### src/rtl/led_pattern_gen.sv
// Multi-channel LED driver: per-channel OFF/ON/BLINK/PWM modes driven by a shared tick prescaler and PWM counter.
// Defining LED_BREATHE_EN turns mode 3 into a triangular breathe ramp instead of static PWM duty.
module led_pattern_gen #(
  parameter int CLK_HZ         = 27000000,
  parameter int TICK_HZ        = 1000,
  parameter int CH             = 6,
  parameter int PER_W          = 16,
  parameter int PWM_W          = 8,
  parameter int LED_ACTIVE_LOW = 0
) (
  input  logic                                 CLK,
  input  logic                                 RESET,
  input  logic                                 iWrEn,
  input  logic [((CH > 1) ? $clog2(CH) : 1)-1:0] iWrCh,
  input  logic [1:0]                           iWrMode,
  input  logic [PER_W-1:0]                     iWrPeriod,
  input  logic [PWM_W-1:0]                     iWrDuty,
  output logic                                 oTick,
  output logic [CH-1:0]                        oLED
);
  localparam int DIV  = CLK_HZ / TICK_HZ;
  localparam int PS_W = (DIV > 1) ? $clog2(DIV) : 1;
  localparam logic [CH-1:0] POL = (LED_ACTIVE_LOW != 0) ? {CH{1'b1}} : {CH{1'b0}};

  typedef enum logic [1:0] {M_OFF = 2'd0, M_ON = 2'd1, M_BLINK = 2'd2, M_PWM = 2'd3} mode_e;

  logic [PS_W-1:0]  presc_q, presc_d;
  logic             tick_q, tick_d;
  logic [PWM_W-1:0] pwm_q, pwm_d;
  mode_e            mode_q [CH];
  mode_e            mode_d [CH];
  logic [PER_W-1:0] per_q [CH];
  logic [PER_W-1:0] per_d [CH];
  logic [PER_W-1:0] cnt_q [CH];
  logic [PER_W-1:0] cnt_d [CH];
  logic [PWM_W-1:0] duty_q [CH];
  logic [PWM_W-1:0] duty_d [CH];
  logic [CH-1:0]    blink_q, blink_d, led_q, led_d;
  logic [CH-1:0]    wr_sel, last, on_raw;
`ifdef LED_BREATHE_EN
  localparam logic [PWM_W-1:0] LVL_TOP = {PWM_W{1'b1}};
  logic [PWM_W-1:0] level_q [CH];
  logic [PWM_W-1:0] level_d [CH];
  logic [CH-1:0]    dir_q, dir_d;
`endif

  always_comb begin
    presc_d = (presc_q == PS_W'(DIV - 1)) ? '0 : presc_q + 1'b1;
    tick_d  = (presc_q == PS_W'(DIV - 1));
    pwm_d   = pwm_q + 1'b1;
    wr_sel  = '0;
    last    = '0;
    on_raw  = '0;
    blink_d = blink_q;
    led_d   = POL;
`ifdef LED_BREATHE_EN
    dir_d   = dir_q;
`endif
    for (int i = 0; i < CH; i++) begin
      mode_d[i] = mode_q[i];
      per_d[i]  = per_q[i];
      duty_d[i] = duty_q[i];
      cnt_d[i]  = cnt_q[i];
`ifdef LED_BREATHE_EN
      level_d[i] = level_q[i];
`endif
      // Out-of-range channel indices never match, so such writes fall through.
      wr_sel[i] = iWrEn && (32'(iWrCh) == 32'(i));
      // Period 0 behaves as 1: every tick is the last one.
      last[i]   = (per_q[i] <= PER_W'(1)) || (cnt_q[i] == per_q[i] - 1'b1);
      if (wr_sel[i]) begin
        mode_d[i]  = mode_e'(iWrMode);
        per_d[i]   = iWrPeriod;
        duty_d[i]  = iWrDuty;
        cnt_d[i]   = '0;
        blink_d[i] = 1'b0;
`ifdef LED_BREATHE_EN
        level_d[i] = '0;
        dir_d[i]   = 1'b0;
`endif
      end else if (tick_q) begin
        cnt_d[i] = last[i] ? '0 : cnt_q[i] + 1'b1;
        if (last[i] && mode_q[i] == M_BLINK) blink_d[i] = ~blink_q[i];
`ifdef LED_BREATHE_EN
        if (last[i] && mode_q[i] == M_PWM) begin
          if (dir_q[i]) begin
            level_d[i] = level_q[i] - 1'b1;
            if (level_q[i] == PWM_W'(1)) dir_d[i] = 1'b0;
          end else begin
            level_d[i] = level_q[i] + 1'b1;
            if (level_q[i] == LVL_TOP - 1'b1) dir_d[i] = 1'b1;
          end
        end
`endif
      end
      case (mode_q[i])
        M_OFF:   on_raw[i] = 1'b0;
        M_ON:    on_raw[i] = 1'b1;
        M_BLINK: on_raw[i] = blink_q[i];
`ifdef LED_BREATHE_EN
        M_PWM:   on_raw[i] = (pwm_q < level_q[i]);
`else
        M_PWM:   on_raw[i] = (pwm_q < duty_q[i]);
`endif
        default: on_raw[i] = 1'b0;
      endcase
      led_d[i] = on_raw[i] ^ POL[i];
    end
  end

  always_ff @(posedge CLK or posedge RESET) begin
    if (RESET) begin
      presc_q <= '0;
      tick_q  <= 1'b0;
      pwm_q   <= '0;
      blink_q <= '0;
      led_q   <= POL;
`ifdef LED_BREATHE_EN
      dir_q   <= '0;
`endif
      for (int i = 0; i < CH; i++) begin
        mode_q[i] <= M_OFF;
        per_q[i]  <= '0;
        duty_q[i] <= '0;
        cnt_q[i]  <= '0;
`ifdef LED_BREATHE_EN
        level_q[i] <= '0;
`endif
      end
    end else begin
      presc_q <= presc_d;
      tick_q  <= tick_d;
      pwm_q   <= pwm_d;
      blink_q <= blink_d;
      led_q   <= led_d;
`ifdef LED_BREATHE_EN
      dir_q   <= dir_d;
`endif
      for (int i = 0; i < CH; i++) begin
        mode_q[i] <= mode_d[i];
        per_q[i]  <= per_d[i];
        duty_q[i] <= duty_d[i];
        cnt_q[i]  <= cnt_d[i];
`ifdef LED_BREATHE_EN
        level_q[i] <= level_d[i];
`endif
      end
    end
  end

  assign oTick = tick_q;
  assign oLED  = led_q;
endmodule

### config.mk
export PLATFORM = sky130hd
export DESIGN_NAME = led_pattern_gen
export DESIGN_NICKNAME = d
export VERILOG_FILES = /design/src/rtl/led_pattern_gen.sv
export SDC_FILE = /design/constraint.sdc
export NUM_CORES = 1
export LEC_CHECK = 0
export ABC_AREA = 1
export CORE_UTILIZATION = 60
export DETAILED_ROUTE_END_ITERATION = 7
export PLACE_DENSITY = 0.84
export SLEW_MARGIN = 20
export SYNTH_ARGS = -nofsm -noshare
export SYNTH_HDL_FRONTEND = slang
export SYNTH_SLANG_ARGS = --single-unit
### constraint.sdc
create_clock -name CLK -period 16.4 [get_ports CLK]
set_clock_uncertainty 0.2 [all_clocks]
set_input_delay 4.1 -clock CLK [delete_from_list [all_inputs] [get_ports CLK]]
set_output_delay 4.1 -clock CLK [all_outputs]
set_load 0.1 [all_outputs]
After elaboration in Yosys (flattened, before gate mapping)
Cells that the tools add are included.
- register bits: 288
- bits of input ports: 32
- output and inout bits: 7
- add/sub/neg operators: 14
- order comparisons: 12
- eq/ne operators: 30
- muxes and demuxes: 43
- bitwise operators: 6
- reductions and logical operators: 43
- operators with widths (operator ; count):
    $mux W16 ; 18
    $add A16 B1 Y16 const B ; 6
    $eq A16 B16 Y1 ; 6
    $le A16 B1 Y1 const B ; 6
    $sub A16 B1 Y16 const B ; 6
    $lt A8 B8 Y1 ; 6
    $eq A2 B2 Y1 const B ; 12
    $pmux W1 S4 ; 6
    $reduce_bool A2 Y1 ; 12
    $mux W1 ; 18
    $add A15 B1 Y15 const B ; 1
    $eq A15 B15 Y1 const B ; 1
    $mux W15 ; 1
    $eq A2 B1 Y1 const B ; 6
    $logic_and A1 B1 Y1 ; 12
    $logic_not A2 Y1 ; 6
    $reduce_and A2 Y1 ; 6
    $add A8 B1 Y8 const B ; 1
    $eq A3 B2 Y1 const B ; 2
    $eq A3 B3 Y1 const B ; 2
    $logic_or A1 B1 Y1 ; 6
    $not A1 Y1 ; 6
    $eq A3 B1 Y1 const B ; 1
    $logic_not A3 Y1 ; 1

Longest topological paths before layout
Gate-level depths: netlist (run 1).
- depth in word-level cells: 7
- depth in mapped cells: 18
- mapped depth without buffers: 18

Worst setup path before layout (run 1)
OpenSTA, ideal clock, no wires.
- kind: input-to-reg
- start point: input port iWrEn
- end point: register per_q[84] (netlist name)
- data arrival time: 5.131 ns
- data required time: 16.070 ns
- setup slack: 10.939 ns
- cell stages on the path: 9
- cells stage by stage: inv_1 > nor2_1 > inv_1 > nor2_1 > inv_1 > buf_2 > clkbuf_1 > nand2_1 > o21ai_0
- cells in the longest elaborated chain, start to end: 1
- RTL lines (what ; line ; RTL):
    start, declared ; 13 ; input logic iWrEn,
    $logic_and A1 B1 Y1 ; 68 ; wr_sel[i] = iWrEn && (32'(iWrCh) == 32'(i));
    end signal, assigned by index ; 141 ; per_q[i] <= per_d[i];
    end, declared ; 32 ; logic [PER_W-1:0] per_q [CH];
No other way between the ends.
A chain may end at the register's enable or synchronous reset.

Worst setup path after layout (run 1)
- start point: register tick_q, in the netlist oTick
- end point: output port oTick
- RTL lines (what ; line ; RTL):
    start, declared ; 28 ; logic tick_q, tick_d;
    start signal, assigned ; 132 ; tick_q <= tick_d;
    end, declared ; 18 ; output logic oTick,
No word-level cell between the ends.

==> results of run 1 <==
==> worst max-delay path by stage <==
stage              from    endpoint  slack [ps]
2_1_floorplan     RESET  blink_q[0]        4150
3_5_place_dp   iWrCh[1]   cnt_q[90]        9600
5_1_grt           oTick       oTick        9770
3_3_place_gp   iWrCh[1]   cnt_q[93]        9700
6_report          oTick       oTick        9790
4_1_cts           oTick       oTick        9780
==> Yosys cell counts (all sizes together), types with 4 or more instances <==
cell,n,share of area [%]
clkbuf,43,0.90
nand4,64,2.2
xnor2,47,2.2
buf,17,0.55
o31ai,10,0.41
and2,7,0.24
o22ai,23,0.79
or2,11,0.38
nor3b,4,0.16
xor2,111,5.3
nand3b,24,0.98
dfrtp,288,39
a21oi,43,1.2
inv,338,6.9
nor3,31,1.0
nor2,266,6.4
o21ai,238,6.6
ha,62,4.2
nand3,145,4.1
nand2,680,14
o211ai,6,0.25
nor4,15,0.55
==> stage by stage <==
step / std cells / area, um2 / hold WS, ps
after floorplan: 2493 / 18300 / 249
after global placement: 2869 / 19000 / 266
after detailed placement: 2869 / 19000 / 273
after CTS: 2929 / 20200 / 288
after global routing: 2929 / 20200 / 314
final: 2929 / 20200 / 288
==> logic make-up after synthesis <==
kind of cell	after synthesis
buffers and inverters	401
and+or+nand+nor	1249
DFF	288
adders and majority gates	62
AOI/OAI and AO/OA	335
xor gates and xnor gates	158
==> power by group through the flow <==
stage,Clock (mW),Combinational (mW),Sequential (mW)
2_1_floorplan,0,0.406,0.897
3_3_place_gp,0,0.524,0.899
3_5_place_dp,0,0.544,0.902
4_1_cts,0.802,0.553,0.891
5_1_grt,0.832,0.628,0.903
6_report,0.795,0.556,0.894
==> state kept, by name (all words and copies together) (netlist names) <==
signal and flops:
blink_q 6, cnt_q 96, duty_q 48, mode_q 12, oLED 6, oTick 1, per_q 96, presc_q 15
pwm_q 8
==> routing by layer <==
metal	part of all wire [%]	wire (um)
met5	0	0
met4	3.6	1710
met3	6.4	3040
met2	48	22700
met1	42	19900
==> worst min-delay path: stages (launching register included) <==
cell	delay (ps)
dfrtp_1	340
nand2_1	50
o21ai_0	60
==> final cells by class <==
type | instances | area, um2 | area share, %
tap | 390 | 488 | 2.41
clock buffer | 46 | 1020 | 5.03
inverter | 340 | 1280 | 6.35
timing repair buffer | 47 | 448 | 2.22
sequential | 288 | 7210 | 35.7
multi-input combinational | 1804 | 9580 | 47.4
clock inverter | 14 | 183 | 0.904
==> results.md, run 1 <==
- Outcome: completed
- #FFs+latches synth: 288
- H-tree lvl count: 2
- R2r startpoint: per_q[32]
- DIE WIDTH: 177 um
- CTS Buf Count: 34
- Mux contribution to synthesized area: 0%
- Worst skew pair latency: 530 ps
- Num ports: 39
- DRC Markers: 0
- Commonest cells after routing, fill and taps aside: nand2_1, inv_1, dfrtp_1
- First-pass GRT wire length: 77.8 mm
- F_max: approximately 150 MHz
- Pins Over Slew Limit: 0
- Met3 Track Usage GR: 3.33%
- Routed len/inst: roughly 16 um
- Cell area power density: ~110 nW/um2
- GR Layer Usage met2: 52.6%
- P_sw: 0.764 mW
- Worst-Margin Slew: 1020 ps
- RSZ-0062 raised after global routing: no
- Critical path depth: 2
- Total power: 2.24 mW
- CTS Hold Bufs: 0
- DR vias/cell: 5.64
- Final Critical Period: 6610 ps
- R2R cell count: 14
- GRT Util Overall: a little under a third
- Fin nets: 2,609
- GP Congestion: 0.939
- Peak VDD IR: approximately 100 uV
- Net Count, Synth: 2,587
- Ant diodes: 0
- Clock Sinks: about 290
- Cell at the slowest stage of the critical path: clkdlybuf4s50_1
- Port buffer count: 38
- DRT Pass-1 Iters: 6
- Clock slew at reported path FFs: 60 ps
- Area Overhead vs Synth: 10.3%
- Largest net degree at the start of global routing: approximately 140
- Combinational share of power: roughly a quarter
- Cell Area, Synth: 18,300 um2
- Number of synthesized flops with an enable pin: 0
- Post-Synth XOR/XNOR Area: under 10%
- Post-CTS resize count: 0
- Hold path cells: 2
- Largest family of logic cells by synthesized area: simple AND/OR/NAND/NOR gates
- Util after Layout: 67.6%
- Family with the most delay on the worst path: buffers and inverters
- P_leak: 9.91 nW
- Most common cell after layout, fill and taps aside: nand2_1
- Final hold vios: 0
- Synth Area in Adders: 4.23%
- Required @ worst endpoint: 12,100 ps
- Top_reg_cell synth: dfrtp_1
- Worst Path Arrival: 2310 ps
- Setup CP Type: reg2out
- # rows: 63
- Setup ws final: roughly 10000 ps
- Place WS: 9600 ps
- Reg2reg setup slack: 13,700 ps
- Yosys Warn Count: 0
- Hold path start: duty_q[30]
- CP peak stage delay: 1190 ps
- Sequential area share after synthesis: 39.3%
- Sequential power share: 39.8%
- Internal: ~1.5 mW
- Critical path launch point type: flop
- Reg2Reg Capture Point: blink_q[3]
- WHS Endpoint: duty_q[30]
- Die Y: 177 um
- Core area: 29,900 um2
- Synth Area in Compound Gates: 9.89%
- Final setup viols: 0
- Starting density of the core: between 60% and 70%
- Hpwl dp: 33.7 mm
- Initial DRC count: 1,418
- Root Buffer: clkbuf_16
- # Max-Cap Violations: 0
- Rel. slew slack: a little under a third
- Setup_tns: 0 ps
- Via count: 16,500
- Post-synth ARST share: 100%
- CP cell instances: buf_4, clkdlybuf4s50_1
- Ratio of cells with drive above 1 in the final layout: approximately 6.4%
- Post-synthesis cell type count: 55
- Vias in the first global route: 15,700
- Period utilization: 40.3%
- Total grt overflow: 0
- Critical path peak fanout: 11
- Filler cell count: 2,348
- Crit path buffers/inverters: 2
- Die Area: 31,200 um2
- Initial antenna violation count: 0
- CTS Buffer Depth: 3
- Setup Buffers After CTS: 0
- GR Layer Usage met1: 40.9%
- Worst Setup End Kind: output port
- Final ANT Viol Nets: 0
- Switch share: between 30 and 40%
- CTS tree: yes
- Clk pwr share: 35.4%
- Post-Synth Simple-Gate Area: a little under a third
- Grt peak-use layer: met2
- Mapped Avg Cell Area: 7.35 um2
- Worst Hold Class: reg2reg
- Final wirelength: 47.3 mm
- Syn Inst Count: approximately 2,500
No activity file was read; power rests on OpenSTA's default activity.
==> inputs of run 2 (changes only) <==
--- a/config.mk
+++ b/config.mk
@@ -6,7 +6,7 @@
 export NUM_CORES = 1
 export LEC_CHECK = 0
 export ABC_AREA = 1
-export CORE_UTILIZATION = 60
+export CORE_UTILIZATION = 57
 export DETAILED_ROUTE_END_ITERATION = 7
 export PLACE_DENSITY = 0.84
 export SLEW_MARGIN = 20
==> constraint.sdc (replaced) <==
create_clock -name CLK -period 5.5 [get_ports CLK]
set_clock_uncertainty 0.2 [all_clocks]
set_input_delay 1.375 -clock CLK [delete_from_list [all_inputs] [get_ports CLK]]
set_output_delay 1.375 -clock CLK [all_outputs]
set_load 0.1 [all_outputs]
==> results.md, run 2 (synthesized netlist as in run 1, its figures left out) <==
- Total grt overflow: 0 (unchanged)
- Die Y: 181 um (was 177 um)
- Root Buffer: clkbuf_16 (unchanged)
- Critical path launch point type: flop (unchanged)
- Worst Hold Class: reg2reg (unchanged)
- Area Overhead vs Synth: 10.4% (was 10.3%)
- Starting density of the core: 58.1% (was 61.3%)
- Routed len/inst: 16.1 um (was 16.2 um)
- DR vias/cell: 5.68 (was 5.64)
- Worst Path Arrival: 2300 ps (was 2310 ps)
- Reg2reg setup slack: 2700 ps (was 13,700 ps)
- CTS tree: yes (unchanged)
- Commonest cells after routing, fill and taps aside: nand2_1, inv_1, dfrtp_1 (unchanged)
- Core area: 31,600 um2 (was 29,900 um2)
- Final hold vios: 0 (unchanged)
- Dpl cell area: 19,100 um2 (was 19,000 um2)
- Final Critical Period: between 3000 and 4000 ps
- Top Metal Used: met5 (was met4)
- Worst skew pair latency: 510 ps (was 530 ps)
- F_max: 258 MHz
- # Max-Cap Violations: 0 (unchanged)
- GP Congestion: 0.956 (was 0.939)
- Fin nets: 2,611 (was 2,609)
- Reg2Reg Capture Point: cnt_q[70] (was blink_q[3])
- Rel. slew slack: 33.2% (was 31.9%)
- Worst-Margin Slew: 999 ps (was 1020 ps)
- Die Area: 32,900 um2 (was 31,200 um2)
- Setup CP Type: reg2out (unchanged)
- Vias in the first global route: 15,900 (was 15,700)
- Finished Cell Area: 20,200 um2 (about the same)
- Top flop regs: cnt_q x96, per_q x96, duty_q x48 (unchanged)
- Clock slew at reported path FFs: 60 ps (about the same)
- First-pass GRT wire length: 78.0 mm (was 77.8 mm)
- Final wirelength: 47.5 mm (was 47.3 mm)
- P_leak: 9.90 nW (was 9.91 nW)
- CTS Hold Bufs: 0 (unchanged)
- Finished Layout Cells: 2,944 (was 2,929)
- Met2 Routed Length: 22.2 mm (was 22.7 mm)
- Post-CTS resize count: 0 (unchanged)
- RSZ-0062 raised after global routing: no (unchanged)
- Filler cell count: 2,588 (was 2,348)
- CTS Buf Count: 34 (unchanged)
- Final ANT Viol Nets: 0 (unchanged)
- Peak VDD IR: 230 uV (was 104 uV)
- Port buffer count: 38 (unchanged)
- Ratio of cells with drive above 1 in the final layout: 6.53% (was 6.42%)
- Worst Setup End Kind: output port (unchanged)
- DRT Pass-1 Iters: 6 (unchanged)
- Period utilization: ~70%
- Required @ worst endpoint: 3920 ps (was 12,100 ps)
- Critical path origin: oTick (unchanged)
- Cell area power density: 328 nW/um2 (was 111 nW/um2)
- Total power: 6.64 mW (was 2.24 mW)
- Most common cell after layout, fill and taps aside: nand2_1 (unchanged)
- Initial antenna violation count: 2 (was 0)
- Setup Buffers After CTS: 0 (unchanged)
- Final setup viols: 0 (unchanged)
- Outcome: completed (unchanged)
- Num ports: 39 (unchanged)
- Clock Sinks: 288 (unchanged)
- H-tree lvl count: 2 (unchanged)
- Setup_tns: 0 ps (unchanged)
- Initial DRC count: 1,603 (was 1,418)
- Met1 Wirelength: 20.1 mm (was 19.9 mm)
- Place WS: 1590 ps (was 9600 ps)
- CP Capture Point: oTick (unchanged)
- R2r startpoint: per_q[64] (was per_q[32])
- CTS Buffer Depth: 3 (unchanged)
- Critical path peak fanout: 11 (unchanged)
- Pins Over Slew Limit: 0 (unchanged)
- GRT Util Overall: 29.2% (was 31.0%)
- DIE WIDTH: 181 um (was 177 um)
- # rows: 65 (was 63)
- Setup ws final: 1630 ps (was 9790 ps)
- Largest net degree at the start of global routing: 130 (was 138)
- # placed instances: 2,883 (was 2,869)
- R2R cell count: 13 (was 14)
- Via count: 16,700 (was 16,500)
- DRC Markers: 0 (unchanged)
- Hpwl dp: 34.2 mm (was 33.7 mm)
- WL met3: 3.35 mm (was 3.04 mm)
[run 2: final cells by class]
class	instances	area, um2	share of cell area, %
multi-input combinational	1804	9590	47.4
sequential	288	7210	35.6
inverter	340	1280	6.33
clock buffer	41	958	4.74
tap	402	503	2.49
timing repair buffer	49	488	2.41
clock inverter	19	195	0.965
antenna	1	2.50	0.0124
[run 2: metal layers]
layer / global-route usage (%) / vias up
met5: 0 / -
met2: 47.6 / 599
met4: 11.8 / 2
li1: - / 8052
met3: 4.29 / 124
met1: 39.1 / 7956
[run 2: power breakdown]
group	total, mW	leakage, nW	switching, mW	internal, mW
logic	1.65	5.61	1.06	0.593
registers	2.66	3.73	0.283	2.38
clock network	2.32	0.566	0.932	1.39
[run 2: through the flow]
stage / hold WS, ps / utilization (%)
after floorplan: 249 / -
after global placement: 268 / 60.4
after detailed placement: 273 / 60.4
after CTS: 288 / 64.1
after global routing: 328 / 64.1
final: 289 / 64.1
[run 2: worst min-delay path by stage]
| stage | start | endpoint | slack [ps] | cells after the start |
|---|---|---|---|---|
| floorplan | blink_q[1] | oLED[1] | 250 | 2 |
| global placement | duty_q[17] | duty_q[17] | 270 | 2 |
| detailed placement | duty_q[31] | duty_q[31] | 270 | 2 |
| CTS | duty_q[31] | duty_q[31] | 290 | 2 |
| global route | duty_q[23] | duty_q[23] | 330 | 2 |
| finish | duty_q[31] | duty_q[31] | 290 | 2 |
[run 2: worst max-delay path, stage by stage, from the launching register on]
cell and delay, ps:
dfrtp_1 320, buf_4 270, clkdlybuf4s50_1 1190
